`src/rtl/fc_seq_ctrl.sv`:
```
// fc_seq_ctrl: sequencing controller for one fully-connected layer.
//   Loads an N-element x vector, then walks the M/P output groups. For each
//   group it issues N x/weight addresses, drives the lane accumulator
//   controls, and then drains the P lane results one at a time.
//
// Ports:
//   clk, reset                  clock, synchronous active-high reset
//   input_valid / input_ready   x element stream (accepted only in LOAD)
//   output_valid / output_ready result stream, lane chosen by one-hot f_sel
//   addr_x, wr_en_x             x memory address / write enable
//   addr_w, wr_en_w             weight ROM address (g*N+j) / write enable (0)
//   clear_acc, en_acc           lane accumulator clear / accumulate
//   f_sel                       one-hot lane select for the output mux
//   layer_done                  one-cycle pulse after the last result
module fc_seq_ctrl #(
  parameter int M       = 16,
  parameter int N       = 8,
  parameter int T       = 16,
  parameter int P       = 8,
  parameter int MAC_LAT = 2
) (
  input  logic                       clk,
  input  logic                       reset,
  input  logic                       input_valid,
  output logic                       input_ready,
  input  logic                       output_ready,
  output logic                       output_valid,
  output logic [$clog2(N)-1:0]       addr_x,
  output logic                       wr_en_x,
  output logic [$clog2(M*N/P)-1:0]   addr_w,
  output logic                       wr_en_w,
  output logic                       clear_acc,
  output logic                       en_acc,
  output logic [P-1:0]               f_sel,
  output logic                       layer_done
);

  localparam int XW = $clog2(N);
  localparam int WW = $clog2(M*N/P);
  localparam int G  = M / P;
  localparam int GW = (G > 1) ? $clog2(G) : 1;
  localparam int LW = (P > 1) ? $clog2(P) : 1;
  localparam int CW = $clog2(MAC_LAT + 1);

  // Elaboration-time parameter sanity.
  if (T < 1 || MAC_LAT < 1 || N < 2 || (M % P) != 0) begin : g_bad_param
    $error("fc_seq_ctrl: illegal parameter set");
  end

  typedef enum logic [1:0] {
    ST_LOAD    = 2'd0,
    ST_COMPUTE = 2'd1,
    ST_WAIT    = 2'd2,
    ST_OUTPUT  = 2'd3
  } state_e;

  state_e          state_q, state_d;
  logic [XW-1:0]   k_q, k_d;
  logic [XW-1:0]   j_q, j_d;
  logic [GW-1:0]   g_q, g_d;
  logic [LW-1:0]   lane_q, lane_d;
  logic [CW-1:0]   wcnt_q, wcnt_d;
  logic            done_q, done_d;
  logic [XW-1:0]   addr_x_q;
  logic [WW-1:0]   addr_w_q;

  // Issue-valid delay line; stage MAC_LAT lines up with the MAC result.
  logic               issue;
  logic [MAC_LAT:1]   vld_pipe_q;

  logic [WW-1:0]   addr_w_calc;
  assign addr_w_calc = WW'(g_q) * WW'(N) + WW'(j_q);
  assign wr_en_w     = 1'b0;

  always_comb begin
    state_d      = state_q;
    k_d          = k_q;
    j_d          = j_q;
    g_d          = g_q;
    lane_d       = lane_q;
    wcnt_d       = wcnt_q;
    done_d       = 1'b0;
    issue        = 1'b0;
    input_ready  = 1'b0;
    output_valid = 1'b0;
    wr_en_x      = 1'b0;
    clear_acc    = 1'b0;
    f_sel        = '0;
    // Addresses hold their last driven value outside the states that use them.
    addr_x       = addr_x_q;
    addr_w       = addr_w_q;

    unique case (state_q)
      ST_LOAD: begin
        input_ready = 1'b1;
        wr_en_x     = input_valid;
        addr_x      = k_q;
        if (input_valid) begin
          if (k_q == XW'(N-1)) begin
            k_d     = '0;
            j_d     = '0;
            g_d     = '0;
            state_d = ST_COMPUTE;
          end else begin
            k_d = k_q + 1'b1;
          end
        end
      end
      ST_COMPUTE: begin
        addr_x    = j_q;
        addr_w    = addr_w_calc;
        issue     = 1'b1;
        clear_acc = (j_q == '0);
        if (j_q == XW'(N-1)) begin
          j_d     = '0;
          wcnt_d  = '0;
          state_d = ST_WAIT;
        end else begin
          j_d = j_q + 1'b1;
        end
      end
      ST_WAIT: begin
        // Let the trailing en_acc pulses retire before reading lanes out.
        if (wcnt_q == CW'(MAC_LAT-1)) begin
          wcnt_d  = '0;
          lane_d  = '0;
          state_d = ST_OUTPUT;
        end else begin
          wcnt_d = wcnt_q + 1'b1;
        end
      end
      ST_OUTPUT: begin
        output_valid = 1'b1;
        f_sel        = P'(1) << lane_q;
        if (output_ready) begin
          if (lane_q == LW'(P-1)) begin
            lane_d = '0;
            if (g_q != GW'(G-1)) begin
              g_d     = g_q + 1'b1;
              j_d     = '0;
              state_d = ST_COMPUTE;
            end else begin
              done_d  = 1'b1;
              state_d = ST_LOAD;
            end
          end else begin
            lane_d = lane_q + 1'b1;
          end
        end
      end
      default: state_d = ST_LOAD;
    endcase

    // Outputs are forced quiet while reset is held, whatever the state.
    if (reset) begin
      input_ready  = 1'b0;
      output_valid = 1'b0;
      wr_en_x      = 1'b0;
      clear_acc    = 1'b0;
      f_sel        = '0;
      addr_x       = '0;
      addr_w       = '0;
    end
  end

  assign en_acc     = vld_pipe_q[MAC_LAT] & ~reset;
  assign layer_done = done_q & ~reset;

  always_ff @(posedge clk) begin
    if (reset) begin
      state_q    <= ST_LOAD;
      k_q        <= '0;
      j_q        <= '0;
      g_q        <= '0;
      lane_q     <= '0;
      wcnt_q     <= '0;
      done_q     <= 1'b0;
      addr_x_q   <= '0;
      addr_w_q   <= '0;
      vld_pipe_q <= '0;
    end else begin
      state_q       <= state_d;
      k_q           <= k_d;
      j_q           <= j_d;
      g_q           <= g_d;
      lane_q        <= lane_d;
      wcnt_q        <= wcnt_d;
      done_q        <= done_d;
      addr_x_q      <= addr_x;
      addr_w_q      <= addr_w;
      vld_pipe_q[1] <= issue;
      for (int i = 2; i <= MAC_LAT; i++) vld_pipe_q[i] <= vld_pipe_q[i-1];
    end
  end

endmodule

```
`config.mk`:
```
export PLATFORM = sky130hd
export DESIGN_NAME = fc_seq_ctrl
export DESIGN_NICKNAME = d
export VERILOG_FILES = /design/src/rtl/fc_seq_ctrl.sv
export SDC_FILE = /design/constraint.sdc
export NUM_CORES = 1
export LEC_CHECK = 0
export CAP_MARGIN = 0
export CELL_PAD_IN_SITES_DETAIL_PLACEMENT = 1
export CELL_PAD_IN_SITES_GLOBAL_PLACEMENT = 1
export CORE_MARGIN = 2
export CORE_UTILIZATION = 42
export DETAILED_ROUTE_END_ITERATION = 12
export PLACE_DENSITY = 0.92
export SLEW_MARGIN = 20
export SYNTH_ARGS = -nofsm -noshare
export SYNTH_HDL_FRONTEND = slang
export SYNTH_SLANG_ARGS = --single-unit
```
`constraint.sdc`:
```
create_clock -name clk -period 5.55 [get_ports clk]
set_clock_uncertainty 0.1 [all_clocks]
set_input_delay 1.665 -clock clk [delete_from_list [all_inputs] [get_ports clk]]
set_output_delay 1.665 -clock clk [all_outputs]
set_load 0.005 [all_outputs]
```
==> results.yml <==
critical_path:
  crit_path_end_kind: "output pin"
  cp-start-kind: "input port"
  arrival_ns: 3.38
  cp.required_ns: 3.79
  path_max_fanout: 9
  critical_path_class: "in -> out"
die:
  die_w_um: 62.6
  ioPinCount: 26
  design.core.area_um2: 3310
  dieHeight_um: 62.6
  die-area_um2: 3910
  initial_core_util: 0.435
  placementRows: 21
synth:
  yosysUniqueCellTypes: 35
  yosys_warnings: 0
  synth.cell_area_um2: 1440
  synthArstFlopShare: 0
  seq_area_frac_synth: 0.334
  ys_top_cells_by_area: "dfxtp_1 (33%), ha_1 (17%), nor2_1 (4.4%)"
  synth_top_cell_area_share: 0.334
  synth-edff-count: 0
  syn_area_per_cell_um2: 8.84
  yosysTopAreaCell: "dfxtp_1"
  netlist_instances: 163
  synth_ff_type: "dfxtp_1"
  synth_seq_cells: 24
  syn-num-nets: 187
global_routing:
  antenna_found_initial: 0
  busiest_layer: "met2"
  gr-usage-met2: 0.387
  grtUsageTotal: 0.203
  grt_pass1_vias: 1414
  grt_max_degree: 15
  groute.layer.met1.usage: 0.228
  grt_first_pass_wirelength_mm: 6.38
  grt_overflow: 0
  gr-usage-met3: 0.0306
cells_and_area:
  fin_nets: 211
  layout_common_cells: "dfxtp_1 (24), clkdlybuf4s50_1 (24), ha_1 (20), nor2_1 (17), a21oi_1 (12)"
  seqCellArea_um2: 480
  syn_to_final_growth_pct: 21.5
  n_antenna_cell: 0
  postLayoutCoreUtil: 0.528
  drive_gt1_frac: 0.0811
  n_fill_cell: 415
  multiInputGateArea_um2: 892
cts:
  clk_pin_slew_worst_paths_ns: 0.13
  cts_setup_buffers: 0
  clk_path_buf_depth: 2
  root_buffer: "clkbuf_4"
  clock-sinks: 24
  cts_tree: "yes"
  cts_max_level: 1
  insertion_delay_ns: 0.32
  cts_resized: 0
  postCtsHoldBufs: 0
  numCtsBuffers: 3
power_and_ir_drop:
  p_per_area_nw_per_um2: 296
  ir_drop_v: 0.000141
  power_leakage_nw: 0.706
detailed_routing:
  dr.pass1.iters: 4
  vias: 1253
  drt-initial-drc-count: 39
  drc: 0
  wirelength_mm: 3.68
  wire_per_inst_um: 15.9
  via_per_inst: 5.42
  ant_nets: 0
timing:
  tns_ns: 0
  rsz0062_at_grt: "no"
  finalSetupViolations: 0
  period_needed_ns: 5.15
  fmax_ghz: 0.194
  finalHoldViolCount: 0
  slew_viol_final: 0
  period_share: 0.927
place:
  dpl.hpwl_mm: 2.85
  port_buffers: 24
  globalplace.congestion: 0.754
outcome:
  status: "finished, final reports clean"
min_path:
  worstHoldPathType: "reg -> reg"
run:
  max_cap_viol_count: 0
## per-layer routing
metal	up-vias	share of wire
met2	25	0.52
li1	607	-
met3	5	0.031
met4	0	0.013
met1	616	0.43
met5	-	0
## sequential cells by signal, indices dropped and copies added (netlist names)
name	flops
addr_w_q	4
addr_x_q	3
j_q	3
k_q	3
lane_q	3
state_q	2
vld_pipe_q	2
wcnt_q	2
done_q	1
g_q	1
## kinds of logic (layout without fill, tap and decap cells)
logic type	count (synthesis)	count (layout)	share of synthesized area
AND/OR/NAND/NOR	65	65	0.244
AO/OA/AOI/OAI	29	29	0.149
flip-flops	24	24	0.334
adder cells (fa/ha/maj)	20	20	0.174
buffers and inverters	17	39	0.0469
multiplexers	7	7	0.0504
other	1	1	0.00260
## critical path: stages
cell	delay (ns)
clkdlybuf4s50_1	0.58
nor2b_1	0.42
and3_1	0.22
clkdlybuf4s50_1	0.50
## cells in the mapped netlist (all sizes together) (3+ instances only)
library cell and number:
a21oi 13, a311oi 7, and2 3, and3 8
clkbuf 6, dfxtp 24, ha 20, inv 9
mux2i 5, nand2 11, nand2b 4, nor2 17
nor2b 8, o32ai 3
## power by group
group	total, W	leakage, nW	switching [W]	internal [W]
logic	0.000233	0.498	0.000126	0.000107
clock network	0.0000800	0.0138	0.0000545	0.0000255
registers	0.000205	0.194	0.0000161	0.000189
## final timing paths
check	from	end	slack, ns	cells after the start
worst min-delay path	vld_pipe_q[1]$_SDFF_PP0_	vld_pipe_q[2]$_SDFF_PP0_	0.36	1
worst max register to register	state_q[0]$_SDFFE_PP0P_	j_q[0]$_SDFFE_PP0P_	3.06	6
worst min register to register	vld_pipe_q[1]$_SDFF_PP0_	vld_pipe_q[2]$_SDFF_PP0_	0.36	1
worst max-delay path	reset	f_sel[4]	0.40	4
## layout make-up
class,count,share of cell area
repair buffers,27,0.150
well taps,46,0.0329
clock buffers,3,0.0129
inverters,9,0.0193
multi-input cells,122,0.510
flip-flops and latches,24,0.275
## through the flow
stage	worst slack [ns]	cells	instance area (µm²)	hold WS, ns	power (W)
2_1_floorplan	1.22	163	1440	0.314	0.000361
6_report	0.404	231	1750	0.358	0.000518
3_3_place_gp	0.466	228	1730	0.319	0.000420
5_1_grt	0.282	231	1750	0.368	0.000549
3_5_place_dp	0.360	228	1730	0.331	0.000437
4_1_cts	0.361	231	1750	0.360	0.000517
(Power assumes the default switching activity.)
